File: src/rtl/bt_clk_pkg.sv
// Shared constants, window state encoding and half-slot helper for the Bluetooth timebase.
package bt_clk_pkg;

    localparam int unsigned SLOT_US = 625;
    localparam int unsigned SYNC_US = 68;
    localparam int unsigned CLKW    = 28;
    localparam int unsigned USW     = 10;

    typedef enum logic [1:0] {
        WinClosed,
        WinOpen,
        WinForced
    } win_state_e;

    // CLK bit0: set during the second half of a slot
    function automatic logic half_slot(input logic [USW-1:0] us, input int unsigned slot_us);
        return 32'(us) >= slot_us / 2;
    endfunction

endpackage

File: src/rtl/bt_multilink_clk_if.sv
// Per-link control inputs and timebase outputs between the clock generator and link controllers.
interface bt_multilink_clk_if #(
    parameter int unsigned NLINK = 2,
    parameter int unsigned WINW  = 9,
    parameter int unsigned SUPW  = 16
);
    import bt_clk_pkg::*;

    logic [NLINK-1:0]      link_en;
    logic [NLINK*CLKW-1:0] link_offset;
    logic [NLINK-1:0]      sync_p;
    logic [NLINK*WINW-1:0] win_size;
    logic [NLINK*SUPW-1:0] sup_limit;

    logic                  p_1us;
    logic [CLKW-1:0]       clkn;
    logic [NLINK*CLKW-1:0] link_clk;
    logic [NLINK*USW-1:0]  us_cnt;
    logic [NLINK-1:0]      tx_endp;
    logic [NLINK-1:0]      rx_endp;
    logic [NLINK-1:0]      rx_win;
    logic [NLINK-1:0]      rx_win_endp;
    logic [NLINK-1:0]      link_lost;

    modport master (
        output link_en, link_offset, sync_p, win_size, sup_limit,
        input  p_1us, clkn, link_clk, us_cnt, tx_endp, rx_endp, rx_win, rx_win_endp, link_lost
    );

    modport slave (
        input  link_en, link_offset, sync_p, win_size, sup_limit,
        output p_1us, clkn, link_clk, us_cnt, tx_endp, rx_endp, rx_win, rx_win_endp, link_lost
    );

endinterface

File: src/rtl/bt_link_timebase.sv
// One link's resynchronisable slot timebase: CLK, slot strobes, RX window and supervision.
module bt_link_timebase
    import bt_clk_pkg::*;
#(
    parameter int unsigned SLOT_US = bt_clk_pkg::SLOT_US,
    parameter int unsigned SYNC_US = bt_clk_pkg::SYNC_US,
    parameter int unsigned WINW    = 9,
    parameter int unsigned SUPW    = 16
) (
    input  logic            clk_6M,
    input  logic            rstz,
    input  logic            p_1us_i,
    input  logic            link_en_i,
    input  logic [CLKW-1:0] offset_i,
    input  logic            sync_p_i,
    input  logic [WINW-1:0] win_size_i,
    input  logic [SUPW-1:0] sup_limit_i,
    output logic [CLKW-1:0] link_clk_o,
    output logic [USW-1:0]  us_cnt_o,
    output logic            tx_endp_o,
    output logic            rx_endp_o,
    output logic            rx_win_o,
    output logic            rx_win_endp_o,
    output logic            link_lost_o
);

    localparam logic [USW-1:0]  LastUs   = USW'(SLOT_US - 1);
    localparam logic [USW-1:0]  SyncUs   = USW'(SYNC_US);
    localparam logic [USW-1:0]  SyncLoad = USW'(SYNC_US + 1);
    localparam logic [WINW-1:0] HalfSlot = WINW'(SLOT_US / 2);
    localparam logic [CLKW-1:0] OffMask  = ~CLKW'(3);

    logic            en_q;
    logic [USW-1:0]  us_q, us_d;
    logic [CLKW-2:0] slot_q, slot_d;
    logic [SUPW-1:0] sup_q, sup_d;
    logic            lost_q, lost_d;
    win_state_e      win_q, win_d;
    logic [CLKW-1:0] clk_sum;
    logic [USW-1:0]  win_ext;
    logic            slot_end;
    logic            sup_sat;

    assign clk_sum  = {slot_q, half_slot(us_q, SLOT_US)} + (offset_i & OffMask);
    assign win_ext  = USW'(win_size_i);
    assign slot_end = p_1us_i && (us_q == LastUs);
    assign sup_sat  = (sup_limit_i != '0) && (sup_q >= sup_limit_i);

    assign link_clk_o  = en_q ? clk_sum : '0;
    assign us_cnt_o    = us_q;
    assign tx_endp_o   = slot_end && !clk_sum[1];
    assign rx_endp_o   = slot_end && clk_sum[1];
    assign rx_win_o    = (win_q == WinOpen) || (win_q == WinForced);
    assign link_lost_o = lost_q;

    always_comb begin
        us_d   = us_q;
        slot_d = slot_q;
        if (!link_en_i) begin
            us_d   = '0;
            slot_d = '0;
        end else if (sync_p_i) begin
            us_d = SyncLoad;
        end else if (p_1us_i) begin
            if (us_q == LastUs) begin
                us_d   = '0;
                slot_d = slot_q + (CLKW-1)'(1);
            end else begin
                us_d = us_q + USW'(1);
            end
        end
    end

    always_comb begin
        sup_d  = sup_q;
        lost_d = lost_q;
        if (!link_en_i) begin
            sup_d  = '0;
            lost_d = 1'b0;
        end else begin
            if (sync_p_i) begin
                sup_d = '0;
            end else if (rx_endp_o && !sup_sat) begin
                sup_d = sup_q + SUPW'(1);
            end
            lost_d = !sync_p_i && (lost_q || ((sup_limit_i != '0) && (sup_d >= sup_limit_i)));
        end
    end

    always_comb begin
        win_d         = win_q;
        rx_win_endp_o = 1'b0;
        if (!link_en_i) begin
            win_d = WinClosed;
        end else if (win_size_i > HalfSlot) begin
            win_d = WinForced;
        end else begin
            case (win_q)
                // opens only in the slot preceding an RX slot; a coincident sync keeps it shut
                WinClosed: begin
                    if (p_1us_i && !sync_p_i && !clk_sum[1] && (us_q == LastUs - win_ext)) begin
                        win_d = WinOpen;
                    end
                end
                WinOpen: begin
                    if (sync_p_i || (p_1us_i && (us_q == SyncUs + win_ext))) begin
                        win_d         = WinClosed;
                        rx_win_endp_o = 1'b1;
                    end
                end
                default: win_d = WinClosed;
            endcase
        end
    end

    always_ff @(posedge clk_6M or negedge rstz) begin
        if (!rstz) begin
            en_q   <= 1'b0;
            us_q   <= '0;
            slot_q <= '0;
            sup_q  <= '0;
            lost_q <= 1'b0;
            win_q  <= WinClosed;
        end else begin
            en_q   <= link_en_i;
            us_q   <= us_d;
            slot_q <= slot_d;
            sup_q  <= sup_d;
            lost_q <= lost_d;
            win_q  <= win_d;
        end
    end

endmodule

File: src/rtl/bt_multilink_clk.sv
// 1 us divider and native Bluetooth clock, fanned out to NLINK independent link timebases.
module bt_multilink_clk
    import bt_clk_pkg::*;
#(
    parameter int unsigned NLINK   = 2,
    parameter int unsigned DIV_1US = 6,
    parameter int unsigned SLOT_US = bt_clk_pkg::SLOT_US,
    parameter int unsigned SYNC_US = bt_clk_pkg::SYNC_US,
    parameter int unsigned WINW    = 9,
    parameter int unsigned SUPW    = 16
) (
    input  logic                 clk_6M,
    input  logic                 rstz,
    bt_multilink_clk_if.slave    bus
);

    localparam int unsigned     DivW   = (DIV_1US > 1) ? $clog2(DIV_1US) : 1;
    localparam logic [DivW-1:0] DivTop = DivW'(DIV_1US - 1);
    localparam logic [USW-1:0]  LastUs = USW'(SLOT_US - 1);

    logic [DivW-1:0] div_q, div_d;
    logic [USW-1:0]  nus_q, nus_d;
    logic [CLKW-2:0] nslot_q, nslot_d;
    logic            p_1us;

    assign p_1us     = (div_q == DivTop);
    assign bus.p_1us = p_1us;
    assign bus.clkn  = {nslot_q, half_slot(nus_q, SLOT_US)};

    always_comb begin
        div_d   = p_1us ? '0 : div_q + DivW'(1);
        nus_d   = nus_q;
        nslot_d = nslot_q;
        if (p_1us) begin
            if (nus_q == LastUs) begin
                nus_d   = '0;
                nslot_d = nslot_q + (CLKW-1)'(1);
            end else begin
                nus_d = nus_q + USW'(1);
            end
        end
    end

    always_ff @(posedge clk_6M or negedge rstz) begin
        if (!rstz) begin
            div_q   <= '0;
            nus_q   <= '0;
            nslot_q <= '0;
        end else begin
            div_q   <= div_d;
            nus_q   <= nus_d;
            nslot_q <= nslot_d;
        end
    end

    for (genvar g = 0; g < NLINK; g++) begin : g_link
        bt_link_timebase #(
            .SLOT_US (SLOT_US),
            .SYNC_US (SYNC_US),
            .WINW    (WINW),
            .SUPW    (SUPW)
        ) u_link (
            .clk_6M        (clk_6M),
            .rstz          (rstz),
            .p_1us_i       (p_1us),
            .link_en_i     (bus.link_en[g]),
            .offset_i      (bus.link_offset[g*CLKW +: CLKW]),
            .sync_p_i      (bus.sync_p[g]),
            .win_size_i    (bus.win_size[g*WINW +: WINW]),
            .sup_limit_i   (bus.sup_limit[g*SUPW +: SUPW]),
            .link_clk_o    (bus.link_clk[g*CLKW +: CLKW]),
            .us_cnt_o      (bus.us_cnt[g*USW +: USW]),
            .tx_endp_o     (bus.tx_endp[g]),
            .rx_endp_o     (bus.rx_endp[g]),
            .rx_win_o      (bus.rx_win[g]),
            .rx_win_endp_o (bus.rx_win_endp[g]),
            .link_lost_o   (bus.link_lost[g])
        );
    end

endmodule

File: src/flat_wrapper.sv
// flat-port wrapper written by rule: the top's interface ports become plain ports
module bt_multilink_clk_flat import bt_clk_pkg::*;
#(
    parameter int unsigned NLINK   = 2,
    parameter int unsigned DIV_1US = 6,
    parameter int unsigned SLOT_US = bt_clk_pkg::SLOT_US,
    parameter int unsigned SYNC_US = bt_clk_pkg::SYNC_US,
    parameter int unsigned WINW    = 9,
    parameter int unsigned SUPW    = 16
)
  (clk_6M, rstz, bus_link_en, bus_link_offset, bus_sync_p, bus_win_size, bus_sup_limit, bus_p_1us, bus_clkn, bus_link_clk, bus_us_cnt, bus_tx_endp, bus_rx_endp, bus_rx_win, bus_rx_win_endp, bus_link_lost);
  bt_multilink_clk_if #(.NLINK(NLINK), .WINW(WINW), .SUPW(SUPW)) bus_i ();
  input  logic clk_6M;
  input  logic rstz;
  input wire logic [$bits(bus_i.link_en)-1:0] bus_link_en;
  input wire logic [$bits(bus_i.link_offset)-1:0] bus_link_offset;
  input wire logic [$bits(bus_i.sync_p)-1:0] bus_sync_p;
  input wire logic [$bits(bus_i.win_size)-1:0] bus_win_size;
  input wire logic [$bits(bus_i.sup_limit)-1:0] bus_sup_limit;
  output wire logic [$bits(bus_i.p_1us)-1:0] bus_p_1us;
  output wire logic [$bits(bus_i.clkn)-1:0] bus_clkn;
  output wire logic [$bits(bus_i.link_clk)-1:0] bus_link_clk;
  output wire logic [$bits(bus_i.us_cnt)-1:0] bus_us_cnt;
  output wire logic [$bits(bus_i.tx_endp)-1:0] bus_tx_endp;
  output wire logic [$bits(bus_i.rx_endp)-1:0] bus_rx_endp;
  output wire logic [$bits(bus_i.rx_win)-1:0] bus_rx_win;
  output wire logic [$bits(bus_i.rx_win_endp)-1:0] bus_rx_win_endp;
  output wire logic [$bits(bus_i.link_lost)-1:0] bus_link_lost;
  assign bus_i.link_en = bus_link_en;
  assign bus_i.link_offset = bus_link_offset;
  assign bus_i.sync_p = bus_sync_p;
  assign bus_i.win_size = bus_win_size;
  assign bus_i.sup_limit = bus_sup_limit;
  assign bus_p_1us = bus_i.p_1us;
  assign bus_clkn = bus_i.clkn;
  assign bus_link_clk = bus_i.link_clk;
  assign bus_us_cnt = bus_i.us_cnt;
  assign bus_tx_endp = bus_i.tx_endp;
  assign bus_rx_endp = bus_i.rx_endp;
  assign bus_rx_win = bus_i.rx_win;
  assign bus_rx_win_endp = bus_i.rx_win_endp;
  assign bus_link_lost = bus_i.link_lost;
  bt_multilink_clk #(.NLINK(NLINK), .DIV_1US(DIV_1US), .SLOT_US(SLOT_US), .SYNC_US(SYNC_US), .WINW(WINW), .SUPW(SUPW)) u_core (.clk_6M(clk_6M), .rstz(rstz), .bus(bus_i));
endmodule
File: config.mk
export PLATFORM = sky130hd
export DESIGN_NAME = bt_multilink_clk_flat
export DESIGN_NICKNAME = d
export VERILOG_FILES = /design/src/rtl/bt_clk_pkg.sv /design/src/rtl/bt_multilink_clk_if.sv /design/src/rtl/bt_link_timebase.sv /design/src/rtl/bt_multilink_clk.sv /design/src/flat_wrapper.sv
export SDC_FILE = /design/constraint.sdc
export NUM_CORES = 1
export LEC_CHECK = 0
export CAP_MARGIN = 10
export CORE_ASPECT_RATIO = 0.6
export CORE_MARGIN = 8
export CORE_UTILIZATION = 55
export CTS_CLUSTER_DIAMETER = 200
export CTS_CLUSTER_SIZE = 25
export DETAILED_ROUTE_END_ITERATION = 6
export PLACE_DENSITY = 0.82
export SETUP_SLACK_MARGIN = 0.5
export SYNTH_ARGS = -nofsm -noshare
export SYNTH_HDL_FRONTEND = slang
export SYNTH_HIERARCHICAL = 1
export SYNTH_SLANG_ARGS = --single-unit
File: constraint.sdc
create_clock -name clk_6M -period 5.8 [get_ports clk_6M]
set_clock_uncertainty 0.05 [all_clocks]
set_input_delay 1.45 -clock clk_6M [delete_from_list [all_inputs] [get_ports clk_6M]]
set_output_delay 1.45 -clock clk_6M [all_outputs]
set_load 0.01 [all_outputs]
==> summary.txt <==
Yosys
  • Area leader, netlist: dfrtp_1
  • Synth warn: 6
  • Synth Register Bits: 154
  • Synth top area share: 0.280
  • Async SR Flop Fraction: 1.00
  • Synthesized area: 13,800 um^2
  • Avg Inst Size Synth: 8.36 um^2
  • Number of synthesized flops with an enable pin: 0
  • Syn_nets: 1,899
  • Area contributors post-synth: dfrtp_1, ha_1, xor2_1
  • Synth Instances: 1,648
  • Post-synth cell types: 87
  • Sequential area share after synthesis: 0.280
  • Top FF cell, synth: dfrtp_1

Power
  • Leak: 8.09 nW
  • Peak VDD IR: 0.000158 V
  • Pwr dens: 151 nW/um^2

Route
  • Drt via density: 6.15
  • Initial DRC Count: 1,236
  • Residual DRC count: 0
  • DR WL met2: 20,100 um
  • Top sig layer: met4
  • WL final: 43,500 um
  • Via count: 13,903
  • Met3 wire len: 3450 um
  • Routed len/inst: 19.2 um
  • M1 wire length: 18,800 um
  • Routed Antenna Nets: 0
  • First-pass iteration count of the detailed router: 6

Clocking
  • CTS H-Tree Depth: 4
  • Num Clock Sinks: 154
  • CTS tree: built
  • Clock slew at the register clock pins of the worst setup and hold paths: 0.07 ns
  • Clk root buf: clkbuf_16
  • Hold_buf cts: 0
  • CTS Buffer Depth: 2
  • Cts bufs inserted: 17
  • Worst-Skew Late Latency: 0.45 ns

Setup path
  • Internal reg-to-reg setup slack: 1.72 ns
  • Critical Path Source Type: input pin
  • CP Class: input pin to output pin
  • Crit path max-delay cell type: clkdlybuf4s50_1
  • WP buf/inv: 2
  • WP data required: 4.30 ns
  • CP delay by family, top: buffers and inverters
  • Reg2Reg Depth: 14
  • Critical R2R Capture: u_core/g_link[0].u_link/link_lost_o
  • Slowest stage delay, CP: 0.50 ns
  • CP arrival: 3.82 ns
  • Worst Setup End Kind: output pin
  • Worst-path fanout max: 8
  • Cell Chain, Critical Path: clkdlybuf4s50_1, ha_2, a21oi_1, nand2_1, a221oi_2, nand2_1, a21oi_1, xor2_1, nor2_1, dlygate4sd2_1
  • Critical R2R Launch: u_core/div_q[1]

Die
  • Core Region: 24,900 um^2
  • Site row count: 45
  • Die W: 220 um
  • Die area: 30,500 um^2
  • Die height: 139 um
  • Initial Utilization: 0.552
  • Io pins: 227

STA
  • RSZ-0062 raised after global routing: true
  • Final setup fails: 0
  • Worst Tran Pin Value: 0.974 ns
  • Hold WS: 0.442 ns
  • Slew Viols, Final: 0
  • Final worst slack: 0.483 ns
  • Setup_tns: 0 ns
  • FMAX: 0.188 GHz
  • Slew margin rel.: 0.350
  • Final hold vios: 0
  • Final period util: 0.917
  • Crit path time final: 5.32 ns

Cells and area
  • Post-route cell area: 18,000 um^2
  • Commonest non-fill, non-tap cell in the layout: nor2_1
  • Most frequent cells in the layout: nor2_1, clkdlybuf4s50_1, dfrtp_1, ha_1, a21oi_1
  • Nets: 2,169
  • Final std cells w/o fill: 2,261
  • Filler cell count in the final layout: 1,874
  • Fraction of layout cells with a size suffix above 1: 0.144
  • Area growth from synthesis to layout: 30.3%

Placement
  • Dpl cells: 2,204
  • Post-DP HPWL: 31,500 um
  • DP Area: 16,600 um^2
  • GPL Wtd Cong: 0.949
  • Post-Place Setup Slack: -0.389 ns
  • PortBufs: 222

Worst hold path
  • Hold path depth: 1
  • Hold path start: u_core/nslot_q[24]
  • Hold WC Path Type: flop to flop
  • Hold worst-path end: u_core/nslot_q[24]

Global route
  • Antenna violations before repair: 2
  • Vias in the first global route: 13,115
  • First-pass GRT wire length: 67,400 um
  • Largest net degree at the start of global routing: 73
  • GRT Util Overall: 0.269
  • Grt ovf: 0

Status
  • Status: finished clean

Flow run
  • MaxCap Viol Count: 0
-- per-layer routing --
metal,vias up,track usage
met3,93,0.0586
met4,0,0.0944
met5,-,0
met1,6706,0.360
li1,6509,-
met2,595,0.424
-- repair_timing --
item / CTS / global route
pin swaps: 54 / 48
resized for setup: 184 / 72
endpoints found under the setup margin: 44 / 32
setup buffers: 12 / 12
-- where the power goes --
group          internal (mW)  leakage, nW  switching [mW]  total, mW
Combinational          0.200         5.65           0.228      0.428
Clock                  0.660        0.306           0.526       1.19
Sequential              1.08         2.13          0.0140       1.09
Total                   1.94         8.09           0.769       2.71
-- worst max path at each step --
stage,from,end,slack (ns),depth (start not counted)
3_3_place_gp,bus_link_offset[2],bus_link_clk[26],-0.34,13
5_1_grt,bus_link_offset[18],bus_link_clk[25],0.41,11
6_report,bus_link_offset[44],bus_link_clk[50],0.48,10
2_1_floorplan,bus_link_offset[2],bus_link_clk[24],0.72,10
4_1_cts,bus_link_offset[37],bus_link_clk[43],0.50,13
3_5_place_dp,bus_link_offset[2],bus_link_clk[24],-0.39,12
-- cell usage after synthesis, drive strengths merged, types with 10 or more instances --
cell type	number
nand2	99
o31ai	11
nand3	72
nand2b	18
o2111ai	10
nor4	23
ha	137
buf	21
mux2i	16
and4	14
xor2	83
or4	16
and3	32
o21ai	93
o211ai	24
xnor2	82
clkbuf	40
and2	39
or3	35
dfrtp	154
nor2	169
nor2b	17
a21oi	124
a21o	36
nor3	30
inv	89
nand4	48
a211oi	20
-- sequential cells by signal, summed over array words and instances (netlist names) --
register,cells
u_core/g_link.u_link/us_cnt_o,20
u_core/g_link.u_link/sup_q,32
u_core/nslot_q,27
u_core/g_link.u_link/slot_q,54
u_core/div_q,3
u_core/g_link.u_link/link_lost_o,2
u_core/g_link.u_link/en_q,2
u_core/nus_q,10
u_core/g_link.u_link/win_q,4
-- final cells by class --
type	instances	area [um^2]	share of cell area
antenna	1	2.50	0.000139
clock buffer	17	425	0.0237
clock inverter	15	201	0.0112
inverter	89	334	0.0186
multi-input combinational	1343	9910	0.552
sequential	154	3850	0.215
tap	329	412	0.0229
timing repair buffer	313	2820	0.157
-- cells by family after synthesis --
kind of cell,after synthesis,share of synthesized area
buffers and inverters,151,0.0476
DFF,154,0.280
xor gates and xnor gates,165,0.105
muxes,20,0.0149
AOI/OAI and AO/OA,380,0.177
adders and majority gates,139,0.127
and+or+nand+nor,639,0.249
-- metrics by stage --
stage / util / power [mW]
finish: 0.720 / 2.71
global route: 0.720 / 2.80
CTS: 0.708 / 2.71
detailed placement: 0.665 / 1.52
global placement: 0.665 / 1.51
floorplan: - / 1.30
No activity file was read; power rests on OpenSTA's default activity.
